`src/rtl/tx_data_unit_summer2021_hust.sv`:
```
`default_nettype none
// ============================================================================
// Module   : tx_data_unit_summer2021_hust
// Purpose  : UART transmit datapath. Builds a frame of start bit, data bits
//            (LSB first), parity bit and stop bit in a shift register, then
//            shifts it out on Tx one bit per ShiftOut clock. Bit timing and
//            sequencing come from an external control unit.
// Ports    : Clock    - sole clock, rising edge
//            Reset    - asynchronous active-low reset (register -> all ones)
//            Data     - parallel word, sampled only on a Load edge
//            Load     - load a new frame (wins over ShiftOut)
//            ShiftOut - shift frame right by one bit, filling with ones
//            Parity   - 0 = even parity, 1 = odd parity (sampled at load)
//            Tx       - serial output, idle high
// Revision : 1.0 - initial release
// ============================================================================
module tx_data_unit_summer2021_hust #(
    parameter int DataLength = 9
) (
    input  logic                  Clock,
    input  logic                  Reset,
    input  logic [DataLength-1:0] Data,
    input  logic                  Load,
    input  logic                  ShiftOut,
    input  logic                  Parity,
    output logic                  Tx
);

    localparam int FRAME_W = DataLength + 3;

    logic [FRAME_W-1:0] shift_reg_q;
    logic [FRAME_W-1:0] shift_reg_d;
    logic               parity_bit;

    // Even parity makes data+parity hold an even count of ones; odd flips it.
    always_comb begin
        parity_bit = Parity ? ~(^Data) : (^Data);
    end

    // Load has priority over ShiftOut; shifting fills from the top with ones
    // so the line idles high once the frame has been sent.
    always_comb begin
        shift_reg_d = shift_reg_q;
        if (Load) begin
            shift_reg_d = {1'b1, parity_bit, Data, 1'b0};
        end else if (ShiftOut) begin
            shift_reg_d = {1'b1, shift_reg_q[FRAME_W-1:1]};
        end
    end

    always_ff @(posedge Clock or negedge Reset) begin
        if (!Reset) begin
            shift_reg_q <= '1;
        end else begin
            shift_reg_q <= shift_reg_d;
        end
    end

    // Tx comes straight from the register LSB, no extra output flop.
    assign Tx = shift_reg_q[0];

endmodule
`default_nettype wire

```
`config.mk`:
```
export PLATFORM = sky130hd
export DESIGN_NAME = tx_data_unit_summer2021_hust
export DESIGN_NICKNAME = d
export VERILOG_FILES = /design/src/rtl/tx_data_unit_summer2021_hust.sv
export SDC_FILE = /design/constraint.sdc
export NUM_CORES = 1
export LEC_CHECK = 0
export ABC_AREA = 1
export BUFFER_PORTS_ARGS = -buffer_cell sky130_fd_sc_hd__buf_2
export CORE_AREA = 2 2 39 41
export CTS_CLUSTER_SIZE = 30
export DETAILED_ROUTE_END_ITERATION = 8
export DIE_AREA = 0 0 41 43
export PLACE_DENSITY_LB_ADDON = 0.08
export SLEW_MARGIN = 0
export SYNTH_ARGS = -nofsm -noshare
export SYNTH_HDL_FRONTEND = slang
export SYNTH_SLANG_ARGS = --single-unit
export TNS_END_PERCENT = 30
```
`constraint.sdc`:
```
create_clock -name Clock -period 2.6 [get_ports Clock]
set_clock_uncertainty 0.2 [all_clocks]
set_input_delay 0.52 -clock Clock [delete_from_list [all_inputs] [get_ports Clock]]
set_output_delay 0.52 -clock Clock [all_outputs]
set_load 0.02 [all_outputs]
```
Word-level counts from Yosys, hierarchy flattened. Index checks and enable logic that the tools add are counted. Widths: inputs -> output; s select.

Output and inout port bits: 1. Input port bits: 14. Word-level logic and storage cells: 7. Register bits after elaboration: 12.

Reduce and logical (&&, ||, !) cells: 2. Bitwise logic cells: 1. Muxes and demuxes: 3.

Operator list (number): $mux 12 (2); $reduce_xor 9->1 (1); $reduce_bool 2->1 (1); $mux 1 (1); $not 1->1 (1).

Logic depth before layout (Yosys ltp). Gate-level depths: netlist of the first run.

Word-level depth: 4. Depth in mapped cells: 11. Mapped depth without buffers: 11.

Worst setup path before layout of the first run. OpenSTA, ideal clock, no wires.

Kind: input port to flip-flop. Start point: in Data[5]. End point: reg shift_reg_q[10]. Cell stages on the path: 11. Buffers on the path: 0. Slack: 1.259 ns. Data arrival time: 1.083 ns. Required time: 2.342 ns. Setup time: 0.058 ns. Cells stage by stage: nand2_1 > inv_1 > nor2_2 > nand2_1 > nand2_1 > nand2_2 > nand2_1 > nand2_1 > nand3_1 > nand2_1 > inv_1.

Word-level cells in the longest chain between the ends: 4.

Ends and longest elaborated chain: from (decl) (RTL line 22) `input logic [DataLength-1:0] Data,`; $reduce_xor 9->1 (*) (RTL line 37) `parity_bit = Parity ? ~(^Data) : (^Data);`; $not 1->1 (RTL line 37); $mux 1 (*) (RTL line 37); $mux 12 (*) (RTL line 44) `if (Load) begin`; to (signal assigned) (RTL line 55) `shift_reg_q <= shift_reg_d;`; to (decl) (RTL line 31) `logic [FRAME_W-1:0] shift_reg_q;`.

Mark *: on every way between the ends. The rest lies on a longest branch, timed or not. A chain may end at the register's enable or synchronous reset.

Worst setup path after layout of the first run.
Start point: reg shift_reg_q[0]. End point: out Tx.

RTL lines: to (decl) (RTL line 26) `output logic Tx`.

No word-level cell between the ends.

==> results.json, run 1 <==
{
  "status": "completed",
  "postCtsSetupRepairBufs": 0,
  "grt_pass1_wl_mm": 2.11,
  "drtAntennaViolNets": 0,
  "maxSlewHeadroom_pct": 84.1,
  "min_period_ps": 1670,
  "start_util_pct": 50.5,
  "htree_levels": 1,
  "fin_setup_tns_ps": 0,
  "dp_hpwl_mm": 1.05,
  "dpl_worst_slack_ps": 980,
  "critPathMaxStageDelay_ps": 530,
  "globalplace.congestion": 0.784,
  "largest_reg_flops": 11,
  "grt_overflow": 0,
  "rrSetupSlack_ps": 1570,
  "fin_crit_sh_pct": 64.4,
  "cp_max_fo": 2,
  "r2r_end": "shift_reg_q[5]",
  "root_buffer": "clkbuf_4",
  "grt_max_degree": 13,
  "vdd_ir_drop_max_mv": 0.316,
  "wire_per_inst_um": 10.0,
  "path_clk_slew_ps": 70,
  "clk_path_buf_depth": 2,
  "crit_path_end_kind": "output port",
  "die_x_um": 41,
  "synth_top_cell_by_area": "dfstp_2",
  "async_flop_share_pct": 100,
  "cts_sinks": 11,
  "ctsResizeCount": 0,
  "n_fill_cell": 148,
  "synth.area.top_cells": "dfstp_2 41%, nand2_1 18%, inv_1 8.1%",
  "die_h_um": 43,
  "worstPathBufferInverterCount": 1,
  "final_nets": 131,
  "crit_required_ps": 1880,
  "coreArea_mm2": 0.00138,
  "drt_wl_total_mm": 1.33,
  "syn_inst": 100,
  "clock_latency_ps": 270,
  "firstDrtPassIters": 4,
  "crit_type": "reg -> out",
  "area_delta_synth_final_pct": 13.4,
  "antenna_found_initial": 0,
  "power.density_mw_per_mm2": 536,
  "r2r_cells": 2,
  "fp-row-count": 14,
  "slowest_stage": "dfstp_2",
  "cts_tree": "done",
  "p_leak_nw": 0.426,
  "reg_top3": "shift_reg_q x11",
  "crit_family": "flip-flops",
  "groute.usage.overall_pct": 17.9,
  "grt_pass1_vias": 531,
  "setup_viol_count_final": 0,
  "r2r_start": "shift_reg_q[5]",
  "ios": 15,
  "crit_arrival_ps": 950,
  "slew_violations": 0,
  "synth_seq_cells": 11,
  "top_register": "shift_reg_q",
  "syn_area_um2": 698,
  "rsz0062_at_grt": "no",
  "cp_cell_sequence": "buf_2",
  "synth_common_cells": "33 x nand2_1, 15 x inv_1, 11 x dfstp_2",
  "hold_violations": 0,
  "vias": 638,
  "synthDistinctLibCells": 18,
  "fmax_mhz": 598,
  "synth_most_common_cell": "nand2_1",
  "diodes": 0,
  "start_kind": "flip-flop",
  "avgViaCountPerCell": 4.83,
  "numCtsBuffers": 3,
  "cap_violations": 0,
  "synth_edf_count": 0,
  "hold_class": "in -> async",
  "layout_setup_ws_ps": 927,
  "yosysWarnings": 0,
  "synth_flop_cell": "dfstp_2",
  "drc": 0,
  "synth-seq-area-share_pct": 41.4,
  "drt_iter0_markers": 10,
  "io_buffers": 14,
  "synth_nets": 114,
  "synth.avg_cell_area_um2": 6.98,
  "drive_above_1_share_pct": 29.3,
  "dieArea_mm2": 0.00176,
  "hold_buffers": 0,
  "tightest_slew_ps": 238,
  "synth_top_area_share_pct": 41.4
}
[worst max-delay path by stage]
stage                        start              end  slack [ps]  depth (start not counted)
floorplan                  Data[5]  shift_reg_q[10]        1260                         11
global placement              Load  shift_reg_q[10]        1000                          6
detailed placement            Load  shift_reg_q[10]         980                          6
CTS                 shift_reg_q[0]               Tx         920                          1
global route        shift_reg_q[0]               Tx         910                          1
finish              shift_reg_q[0]               Tx         930                          1
[power breakdown]
group / internal, W / total (W) / switching (W)
logic: 0.0000353 / 0.0000901 / 0.0000548
clock network: 0.0000594 / 0.000116 / 0.0000568
registers: 0.000207 / 0.000218 / 0.0000106
total: 0.000302 / 0.000424 / 0.000122
[cell usage in the layout, fill, tap and decap left out, drive strengths merged, types with 2 or more instances in the layout]
master	n
nor2	8
buf	14
nand3	5
nand2	34
o22ai	3
a21oi	2
clkbuf	4
o21ai	13
a31oi	2
dfstp	11
inv	17
[stage by stage]
stage	utilization, %	hold WS (ps)	instances	total power, W	instance area, µm²
4_1_cts	57.2	146	132	0.000427	792
3_5_place_dp	55.3	250	128	0.000311	766
6_report	57.2	136	132	0.000424	792
2_1_floorplan	-	172	100	0.000281	698
3_3_place_gp	55.3	261	128	0.000310	766
5_1_grt	57.2	162	132	0.000451	792
[cells by family (layout without fill, tap and decap cells)]
group           after synthesis  after routing  synth area share (%)
xor+xnor                      1              1                  1.25
simple gates                 48             48                  29.2
flops                        11             11                  41.4
compound gates               20             20                  15.2
buf+inv                      20             36                  12.9
[area by class of cell]
type / count / area (µm²) / area share [%]
Timing Repair Buffer: 14 / 70.1 / 8.85
Multi-Input combinational cell: 69 / 319 / 40.3
Inverter: 18 / 67.6 / 8.53
Sequential cell: 11 / 289 / 36.5
Tap cell: 16 / 20.0 / 2.53
Clock buffer: 4 / 26.3 / 3.32
[routing by layer]
layer,GRT usage [%],share of wire [%],vias up
li1,-,-,343
met5,0,0,-
met3,3.14,3.5,2
met4,10.0,0.75,0
met1,23.3,50,284
met2,26.9,46,9
No activity file was read; power rests on OpenSTA's default activity.
==> inputs of run 2 (changes only) <==
--- a/config.mk
+++ b/config.mk
@@ -7,10 +7,9 @@
 export LEC_CHECK = 0
 export ABC_AREA = 1
 export BUFFER_PORTS_ARGS = -buffer_cell sky130_fd_sc_hd__buf_2
-export CORE_AREA = 2 2 39 41
+export CORE_UTILIZATION = 51
 export CTS_CLUSTER_SIZE = 30
 export DETAILED_ROUTE_END_ITERATION = 8
-export DIE_AREA = 0 0 41 43
 export PLACE_DENSITY_LB_ADDON = 0.08
 export SLEW_MARGIN = 0
 export SYNTH_ARGS = -nofsm -noshare
==> constraint.sdc (replaced) <==
create_clock -name Clock -period 1.6 [get_ports Clock]
set_clock_uncertainty 0.2 [all_clocks]
set_input_delay 0.32 -clock Clock [delete_from_list [all_inputs] [get_ports Clock]]
set_output_delay 0.32 -clock Clock [all_outputs]
set_load 0.02 [all_outputs]
==> run 2 against run 1 <==
Effect of this change:
- worst hold slack worse by 47 ps
- sequential power is 62% higher
- die area is 14% lower
- total power is 63% higher
- largest cell class unchanged
- largest power group unchanged
==> results.json, run 2 (synthesized netlist as in run 1, its figures left out) <==
{
  "path_clk_slew_ps": 70,
  "drt_wl_total_mm": 1.44,
  "dieArea_mm2": 0.00152,
  "worstSetupPathDepth": 1,
  "min_period_ps": 1470,
  "grtUsageMet2_pct": 40.4,
  "instances_no_fill": 131,
  "groute.usage.overall_pct": 24.2,
  "clock_latency_ps": 270,
  "clockPowerShare_pct": 27.0,
  "reg_top3": "shift_reg_q x11",
  "ios": 15,
  "met1_usage_pct": 28.5,
  "cap_violations": 0,
  "drive_above_1_share_pct": 29.1,
  "final_cell_mix": "33 x nand2_1, 15 x inv_1, 14 x buf_2, 11 x dfstp_2, 9 x o21ai_0",
  "firstDrtPassIters": 4,
  "fin_crit_sh_pct": 92.2,
  "fmax_mhz": 678,
  "antenna_found_initial": 0,
  "final_common_cell": "nand2_1",
  "p_leak_nw": 0.430,
  "hp-start": "ShiftOut",
  "die_h_um": 39,
  "n_fill_cell": 106,
  "hold_path_end": "shift_reg_q[1]",
  "numCtsBuffers": 3,
  "seq_area_um2": 289,
  "drc": 0,
  "dpl.cell_count": 126,
  "rsz0062_at_grt": "no",
  "critPathMaxStageDelay_ps": 530,
  "wire_per_inst_um": 11.0,
  "switching_share_pct": 28.8,
  "maxSlewHeadroom_pct": 84.3,
  "drt_iter0_markers": 15,
  "globalplace.congestion": 0.788,
  "avgViaCountPerCell": 5.10,
  "slowest_stage": "dfstp_2",
  "slew_violations": 0,
  "htree_levels": 1,
  "tightest_slew_ps": 234,
  "switching_power_w": 0.000199,
  "multiInputGateArea_um2": 319,
  "cp_max_fo": 2,
  "power_frac_seq_pct": 51.1,
  "largest_reg_flops": 11,
  "intPower_w": 0.000492,
  "drtAntennaViolNets": 0,
  "vias": 668,
  "grt_max_degree": 13,
  "worstHoldPathCells": 2,
  "crit_type": "reg -> out",
  "grt_pass1_wl_mm": 2.37,
  "hold_violations": 0,
  "start_kind": "flip-flop",
  "ctsResizeCount": 0,
  "crit_required_ps": 1080,
  "start_util_pct": 58.9,
  "io_buffers": 14,
  "use_met3_pct": 8.67,
  "area_delta_synth_final_pct": 14.5,
  "fp-row-count": 12,
  "crit_arrival_ps": 950,
  "clk_path_buf_depth": 2,
  "final_core_util_pct": 67.4,
  "die_x_um": 39,
  "r2r_start": "shift_reg_q[1]",
  "power.density_mw_per_mm2": 864,
  "cts_tree": "done",
  "postCtsSetupRepairBufs": 0,
  "status": "completed",
  "grt_pass1_vias": 577,
  "root_buffer": "clkbuf_4",
  "crit_path_end_kind": "output port",
  "r2r_cells": 2,
  "final_nets": 132,
  "r2r_end": "shift_reg_q[1]",
  "dp_hpwl_mm": 1.09,
  "worstPathBufferInverterCount": 1,
  "hold_class": "in -> reg",
  "grt.busiest_layer": "met2",
  "fin_setup_tns_ps": 0,
  "vdd_ir_drop_max_mv": 0.637,
  "cp_cell_sequence": "buf_2",
  "coreArea_mm2": 0.00119,
  "top_register": "shift_reg_q",
  "hold_buffers": 1,
  "cts_sinks": 11,
  "rrSetupSlack_ps": 540,
  "power_w": 0.000691,
  "comb_power_share_pct": 21.9,
  "setup_viol_count_final": 0,
  "grt_overflow": 0,
  "crit_family": "flip-flops",
  "diodes": 0
}
[run 2: changes by cell type in the layout (fill, tap and decap cells not counted), sizes merged]
cell,previous run,this run
dlygate4sd3,0,1
[run 2: worst max path at each step]
stage | from | to | slack (ps)
2_1_floorplan | Data[5] | shift_reg_q[10] | 460
3_3_place_gp | Load | shift_reg_q[10] | 200
3_5_place_dp | Load | shift_reg_q[10] | 150
4_1_cts | shift_reg_q[0] | Tx | 120
5_1_grt | shift_reg_q[0] | Tx | 90
6_report | shift_reg_q[0] | Tx | 130
[run 2: through the flow]
stage               setup slack (ps)  area [µm²]  hold slack [ps]
finish                           125         800             88.6
CTS                              125         800             83.8
global route                    92.8         800             96.2
floorplan                        459         698            -27.8
global placement                 201         763              233
detailed placement               145         763              234
[run 2: cell type report]
class	instances	area share (%)
Clock buffer	4	3.29
Inverter	18	8.45
Multi-Input combinational cell	69	39.9
Sequential cell	11	36.2
Tap cell	14	2.19
Timing Repair Buffer	15	10.0
[run 2: power groups by stage]
stage	clock, W	sequential [W]	combinational (W)
global route	0.000202	0.000358	0.000176
finish	0.000186	0.000353	0.000152
CTS	0.000190	0.000353	0.000153
detailed placement	0	0.000357	0.000150
floorplan	0	0.000355	0.000101
global placement	0	0.000357	0.000144
[run 2: routing by layer]
metal | share of wire (%) | wire length, µm
met1 | 46 | 657
met2 | 48 | 698
met3 | 5.0 | 72
met4 | 0.69 | 10
met5 | 0 | 0
